$ cat config.mk
export PLATFORM = sky130hd
export DESIGN_NAME = stopwatch_counter_flat
export DESIGN_NICKNAME = d
export VERILOG_FILES = /design/src/rtl/stopwatch_pkg.sv /design/src/rtl/stopwatch_counter_if.sv /design/src/rtl/stopwatch_counter_bcd.sv /design/src/rtl/stopwatch_counter.sv /design/src/flat_wrapper.sv
export SDC_FILE = /design/constraint.sdc
export NUM_CORES = 1
export LEC_CHECK = 0
export CORE_MARGIN = 3
export CORE_UTILIZATION = 43
export DETAILED_ROUTE_END_ITERATION = 16
export PLACE_DENSITY = 0.74
export REMOVE_ABC_BUFFERS = 1
export SLEW_MARGIN = 25
export SYNTH_ARGS = -nofsm -noshare
export SYNTH_HDL_FRONTEND = slang
export SYNTH_SLANG_ARGS = --single-unit
$ cat constraint.sdc
create_clock -name clk -period 1.85 [get_ports clk]
set_input_delay 0.37 -clock clk [delete_from_list [all_inputs] [get_ports clk]]
set_output_delay 0.37 -clock clk [all_outputs]
set_load 0.02 [all_outputs]
$ cat src/rtl/stopwatch_pkg.sv
// Shared constants and state encoding for the stopwatch timekeeping core.
package stopwatch_pkg;

    localparam int BCD_W = 4;
    localparam logic [BCD_W-1:0] BCD_MAX = 4'd9;

    typedef enum logic {
        ST_RUN    = 1'b0,
        ST_PAUSED = 1'b1
    } run_state_t;

endpackage

$ cat src/rtl/stopwatch_counter_if.sv
// Strobe, control and display signals of the stopwatch counter.
// master = the side driving strobes/controls, slave = the counter core.
interface stopwatch_counter_if;
    import stopwatch_pkg::*;

    logic             tick_1hz;
    logic             tick_2hz;
    logic             pause_btn;
    logic             clr_btn;
    logic             adj;
    logic             sel;
    logic [BCD_W-1:0] min_tens;
    logic [BCD_W-1:0] min_ones;
    logic [BCD_W-1:0] sec_tens;
    logic [BCD_W-1:0] sec_ones;
    logic             paused;
    logic             adj_active;
    logic             sel_sec;
    logic             rollover;

    modport master (
        output tick_1hz, tick_2hz, pause_btn, clr_btn, adj, sel,
        input  min_tens, min_ones, sec_tens, sec_ones,
        input  paused, adj_active, sel_sec, rollover
    );

    modport slave (
        input  tick_1hz, tick_2hz, pause_btn, clr_btn, adj, sel,
        output min_tens, min_ones, sec_tens, sec_ones,
        output paused, adj_active, sel_sec, rollover
    );

endinterface

$ cat src/rtl/stopwatch_counter_bcd.sv
// Two-digit BCD counter that wraps to 00 after LIMIT.
// carry is combinational: high when an increment is requested at LIMIT.
module bcd_mod_counter
    import stopwatch_pkg::*;
#(
    parameter int LIMIT = 59
) (
    input  logic             clk,
    input  logic             rst,
    input  logic             inc,
    input  logic             clr,
    output logic [BCD_W-1:0] tens,
    output logic [BCD_W-1:0] ones,
    output logic             carry
);

    localparam logic [BCD_W-1:0] LIM_TENS = BCD_W'(LIMIT / 10);
    localparam logic [BCD_W-1:0] LIM_ONES = BCD_W'(LIMIT % 10);

    logic [BCD_W-1:0] tens_reg;
    logic [BCD_W-1:0] ones_reg;
    logic             at_limit;

    assign at_limit = (tens_reg == LIM_TENS) && (ones_reg == LIM_ONES);
    assign carry    = inc && at_limit;
    assign tens     = tens_reg;
    assign ones     = ones_reg;

    // Clear wins over increment; increment wraps at LIMIT, else ripples ones into tens.
    always_ff @(posedge clk) begin
        if (rst || clr) begin
            tens_reg <= '0;
            ones_reg <= '0;
        end else if (inc) begin
            if (at_limit) begin
                tens_reg <= '0;
                ones_reg <= '0;
            end else if (ones_reg == BCD_MAX) begin
                ones_reg <= '0;
                tens_reg <= tens_reg + 1'b1;
            end else begin
                ones_reg <= ones_reg + 1'b1;
            end
        end
    end

    // A digit above 9 means the wrap logic is broken.
    a_bcd_legal: assert property (@(posedge clk) disable iff (rst)
        (tens_reg <= BCD_MAX) && (ones_reg <= BCD_MAX));

endmodule

$ cat src/rtl/stopwatch_counter.sv
// MM:SS stopwatch core: counts tick_1hz, adjusts on tick_2hz, run/pause and clear buttons.
module stopwatch_counter
    import stopwatch_pkg::*;
#(
    parameter int MIN_LIMIT    = 59,
    parameter int SEC_LIMIT    = 59,
    parameter int START_PAUSED = 0
) (
    input  logic                clk,
    input  logic                rst,
    stopwatch_counter_if.slave  bus
);

    localparam run_state_t RESET_STATE = (START_PAUSED != 0) ? ST_PAUSED : ST_RUN;

    logic       pause_q;
    logic       clr_q;
    logic       pause_edge;
    logic       clr_edge;
    run_state_t state_reg;
    logic       paused_reg;
    logic       rollover_reg;
    logic       adj_active_reg;
    logic       sel_sec_reg;

    logic       count_tick;
    logic       adj_tick;
    logic       sec_inc;
    logic       min_inc;
    logic       sec_carry;
    logic       min_carry;

    assign pause_edge = bus.pause_btn & ~pause_q;
    assign clr_edge   = bus.clr_btn & ~clr_q;

    // Counting uses the pre-edge run state, so a pause edge with a tick still counts once.
    assign count_tick = ~bus.adj & (state_reg == ST_RUN) & bus.tick_1hz;
    assign adj_tick   = bus.adj & bus.tick_2hz;
    assign sec_inc    = count_tick | (adj_tick & bus.sel);
    assign min_inc    = (count_tick & sec_carry) | (adj_tick & ~bus.sel);

    // Button history for rising-edge detection; cleared so a held button re-fires after reset.
    always_ff @(posedge clk) begin
        if (rst) begin
            pause_q <= 1'b0;
            clr_q   <= 1'b0;
        end else begin
            pause_q <= bus.pause_btn;
            clr_q   <= bus.clr_btn;
        end
    end

    // Run/pause FSM with registered paused flag; independent of adjust mode.
    always_ff @(posedge clk) begin
        if (rst) begin
            state_reg  <= RESET_STATE;
            paused_reg <= (RESET_STATE == ST_PAUSED);
        end else begin
            case (state_reg)
                ST_RUN: begin
                    if (pause_edge) begin
                        state_reg  <= ST_PAUSED;
                        paused_reg <= 1'b1;
                    end
                end
                ST_PAUSED: begin
                    if (pause_edge) begin
                        state_reg  <= ST_RUN;
                        paused_reg <= 1'b0;
                    end
                end
                default: begin
                    state_reg  <= RESET_STATE;
                    paused_reg <= (RESET_STATE == ST_PAUSED);
                end
            endcase
        end
    end

    // Rollover pulses only on a counting wrap of the full MM:SS value, never on adjust or clear.
    always_ff @(posedge clk) begin
        if (rst || clr_edge) begin
            rollover_reg <= 1'b0;
        end else begin
            rollover_reg <= count_tick & sec_carry & min_carry;
        end
    end

    // Registered copies of the switches so the display driver can blink the adjusted field.
    always_ff @(posedge clk) begin
        if (rst) begin
            adj_active_reg <= 1'b0;
            sel_sec_reg    <= 1'b0;
        end else begin
            adj_active_reg <= bus.adj;
            sel_sec_reg    <= bus.sel;
        end
    end

    bcd_mod_counter #(.LIMIT(SEC_LIMIT)) u_sec (
        .clk   (clk),
        .rst   (rst),
        .inc   (sec_inc),
        .clr   (clr_edge),
        .tens  (bus.sec_tens),
        .ones  (bus.sec_ones),
        .carry (sec_carry)
    );

    bcd_mod_counter #(.LIMIT(MIN_LIMIT)) u_min (
        .clk   (clk),
        .rst   (rst),
        .inc   (min_inc),
        .clr   (clr_edge),
        .tens  (bus.min_tens),
        .ones  (bus.min_ones),
        .carry (min_carry)
    );

    assign bus.paused     = paused_reg;
    assign bus.rollover   = rollover_reg;
    assign bus.adj_active = adj_active_reg;
    assign bus.sel_sec    = sel_sec_reg;

endmodule

$ cat src/flat_wrapper.sv
// flat-port wrapper written by rule: the top's interface ports become plain ports
module stopwatch_counter_flat import stopwatch_pkg::*;
#(
    parameter int MIN_LIMIT    = 59,
    parameter int SEC_LIMIT    = 59,
    parameter int START_PAUSED = 0
)
  (clk, rst, bus_tick_1hz, bus_tick_2hz, bus_pause_btn, bus_clr_btn, bus_adj, bus_sel, bus_min_tens, bus_min_ones, bus_sec_tens, bus_sec_ones, bus_paused, bus_adj_active, bus_sel_sec, bus_rollover);
  stopwatch_counter_if bus_i ();
  input  logic clk;
  input  logic rst;
  input wire logic [$bits(bus_i.tick_1hz)-1:0] bus_tick_1hz;
  input wire logic [$bits(bus_i.tick_2hz)-1:0] bus_tick_2hz;
  input wire logic [$bits(bus_i.pause_btn)-1:0] bus_pause_btn;
  input wire logic [$bits(bus_i.clr_btn)-1:0] bus_clr_btn;
  input wire logic [$bits(bus_i.adj)-1:0] bus_adj;
  input wire logic [$bits(bus_i.sel)-1:0] bus_sel;
  output wire logic [$bits(bus_i.min_tens)-1:0] bus_min_tens;
  output wire logic [$bits(bus_i.min_ones)-1:0] bus_min_ones;
  output wire logic [$bits(bus_i.sec_tens)-1:0] bus_sec_tens;
  output wire logic [$bits(bus_i.sec_ones)-1:0] bus_sec_ones;
  output wire logic [$bits(bus_i.paused)-1:0] bus_paused;
  output wire logic [$bits(bus_i.adj_active)-1:0] bus_adj_active;
  output wire logic [$bits(bus_i.sel_sec)-1:0] bus_sel_sec;
  output wire logic [$bits(bus_i.rollover)-1:0] bus_rollover;
  assign bus_i.tick_1hz = bus_tick_1hz;
  assign bus_i.tick_2hz = bus_tick_2hz;
  assign bus_i.pause_btn = bus_pause_btn;
  assign bus_i.clr_btn = bus_clr_btn;
  assign bus_i.adj = bus_adj;
  assign bus_i.sel = bus_sel;
  assign bus_min_tens = bus_i.min_tens;
  assign bus_min_ones = bus_i.min_ones;
  assign bus_sec_tens = bus_i.sec_tens;
  assign bus_sec_ones = bus_i.sec_ones;
  assign bus_paused = bus_i.paused;
  assign bus_adj_active = bus_i.adj_active;
  assign bus_sel_sec = bus_i.sel_sec;
  assign bus_rollover = bus_i.rollover;
  stopwatch_counter #(.MIN_LIMIT(MIN_LIMIT), .SEC_LIMIT(SEC_LIMIT), .START_PAUSED(START_PAUSED)) u_core (.clk(clk), .rst(rst), .bus(bus_i));
endmodule
==> results.toml <==
[run_status]
outcome = "finished clean"

[final_layout]
stdcell_count = 198
antenna_cells = 0
layout_commonest_cell = "clkdlybuf4s50_1"
drive_above_1_share = 0.171
fill_cells = 189
finalNetCount = 189
synthToLayoutAreaGrowth_pct = 42.0
final_cell_mix = "25 x clkdlybuf4s50_1, 22 x dfxtp_1, 15 x buf_4, 12 x nor2_1, 10 x ha_1"

[synthesis]
syn-cell-area_sq_um = 1120
ys_warn_count = 0
yosysTopAreaCellShare = 0.411
synth_top_cells_by_area = "dfxtp_1 41%, ha_1 11%, a21oi_1 4.5%"
ys_seq_elements = 23
ys_types = 31
synth_area_per_cell_sq_um = 8.90
synth-seq-area-share = 0.411
yosysTopAreaCell = "dfxtp_1"
synthCells = 126

[worst_setup_path]
rr_startpoint = "u_core.state_reg"
rr_endpoint = "u_core.u_min.tens[1]"
worst_r2r_path_depth = 4
cp_data_required_time_ns = 2.11
cpPeakStageDelay_ns = 0.53
critPathSlowestCell = "or4_1"
r2r_slack_ns = 0.02
crit_path_max_fanout = 8
cpLargestDelayFamily = "simple AND/OR/NAND/NOR gates"
path_buf_inv = 0
crit_arrival_ns = 2.09
crit_chain = "or3b_4, o31a_1, or4_1, a21oi_1"
crit_type = "flop to flop"
crit_path_end_kind = "flop"
startpoint_type = "flop"

[place]
io_buffers = 27
hpwl_mm = 1.91
gp_congestion = 0.748
dp_cells = 191

[sta]
finClkSkew_ns = 0.00270
fin_crit_ns = 1.83
tightest_slew_ns = 0.312
holdWs_ns = 0.511
slew_headroom = 0.791
final_hold_viol_count = 0
rsz0062_at_grt = "yes"
finalCritPeriodShare = 0.990
fmax_ghz = 0.546
setup_viol = 0
slew_violations = 0

[pwr]
p_per_area_nw_per_um2 = 555
p_leak_nw = 0.617
ir_worst_vdd_uv = 538

[route]
drc_errors = 0
vias_per_cell = 5.34
vias = 1057
drt_first_iter_violations = 19
first_pass_iters = 4
wirelength_mm = 2.53
avgRoutedWirePerCell_um = 12.8
postRouteAntennaNets = 0

[grt]
grt_pass1_vias = 982
grtUsageTotal = 0.163
grt-ovfl-total = 0
grt_pass1_wl_mm = 4.28
grt_max_degree = 13
antenna_found_initial = 0

[hold_path]
hold_class = "flop to flop"
worstHoldStart = "u_core.bus.paused"
hold_path_depth = 2
min_to = "u_core.bus.paused"

[clocking]
cts-htree-levels = 1
cts_tree = "done"
clock-root-buffer = "clkbuf_4"
clk_latency_ns = 0.31
numCtsBuffers = 3
holdBufCountCts = 0
cts.sinks = 23
cts_max_path_buffers = 2
path_clk_slew_ns = 0.12

[floorplanning]
initial_core_util = 0.479
fp.dieArea_sq_um = 3260
placementRows = 17
core_sq_um = 2340
die_height_um = 57.1
die_w_um = 57.1
io_pins = 28

[run]
drv_cap = 0
final cells by class:
| cell class | instances | area, sq um | share of cell area |
|---|---|---|---|
| inverters | 7 | 26.3 | 0.0165 |
| well taps | 28 | 35.0 | 0.0220 |
| multi-input cells | 93 | 651 | 0.409 |
| clock buffers | 4 | 26.3 | 0.0165 |
| flip-flops and latches | 23 | 462 | 0.290 |
| repair buffers | 43 | 392 | 0.246 |
stage by stage:
step | area [sq um] | utilization | TNS (ns) | setup WS, ns | power, mW
finish | 1590 | 0.680 | 0 | 0.0189 | 0.883
global route | 1590 | 0.680 | -0.0896 | -0.0337 | 0.925
CTS | 1550 | 0.663 | 0 | 0.0469 | 0.889
detailed placement | 1510 | 0.646 | -4.57 | -0.539 | 0.655
global placement | 1510 | 0.646 | -3.85 | -0.501 | 0.650
floorplan | 1110 | - | -0.0600 | -0.0367 | 0.584
how the worst max path moves through the flow:
stage / depth (start not counted) / slack [ns] / endpoint / from
after floorplan: 5 / -0.04 / u_core.u_min.tens[1] / u_core.u_sec.ones[0]
after global placement: 5 / -0.50 / u_core.u_min.tens[1] / bus_tick_1hz
after detailed placement: 6 / -0.54 / u_core.u_min.ones[1] / bus_tick_1hz
after CTS: 6 / 0.05 / u_core.u_min.tens[1] / u_core.u_sec.tens[1]
after global routing: 4 / -0.03 / u_core.u_min.tens[1] / u_core.state_reg
final: 4 / 0.02 / u_core.u_min.tens[1] / u_core.state_reg
synthesized netlist by cell type:
library cell and number:
mux2i_1 2, nand4_1 1, a21oi_1 10, clkbuf_1 2
a21o_1 1, nor3_1 4, nor2_1 12, nand2b_1 2
a211oi_1 2, o21ai_1 3, ha_1 10, xor2_1 1
o31a_1 1, nand2_1 4, and3_1 2, and3b_1 4
nand3_1 4, o21ai_0 7, or3b_1 1, buf_2 1
o31ai_1 1, xnor2_1 2, nor3b_1 1, inv_1 7
a31oi_1 1, nand3b_1 4, or3_1 2, dfxtp_1 23
or3b_4 1, or4_1 5, nor2b_1 5
cell families after synthesis:
| logic type | synth area share |
|---|---|
| DFF | 0.411 |
| AOI/OAI and AO/OA | 0.129 |
| muxes | 0.0179 |
| xor gates and xnor gates | 0.0234 |
| adders and majority gates | 0.112 |
| and+or+nand+nor | 0.272 |
| buffers and inverters | 0.0346 |
worst register-to-register path: cells and delay by family, from the launching register on:
| kind | cells | cell delay (ns) |
|---|---|---|
| AO/OA/AOI/OAI | 2 | 0.54 |
| flip-flops | 1 | 0.34 |
| AND/OR/NAND/NOR | 2 | 0.91 |
repair_timing:
action	CTS	global route
setup buffers	2	1
setup endpoints to repair	6	6
pin swaps	5	5
gates resized for setup	2	10
where the power goes:
group          internal, mW  switching, mW
registers             0.509        0.00597
clock network        0.0844          0.149
logic                0.0711         0.0633
total                 0.665          0.218
routing by layer:
metal / GRT usage / share of wire / vias up
li1: - / - / 533
met2: 0.279 / 0.49 / 25
met3: 0.0475 / 0.047 / 5
met4: 0.0464 / 0.011 / 0
met1: 0.198 / 0.46 / 494
met5: 0 / 0 / -
(Power assumes the default switching activity.)
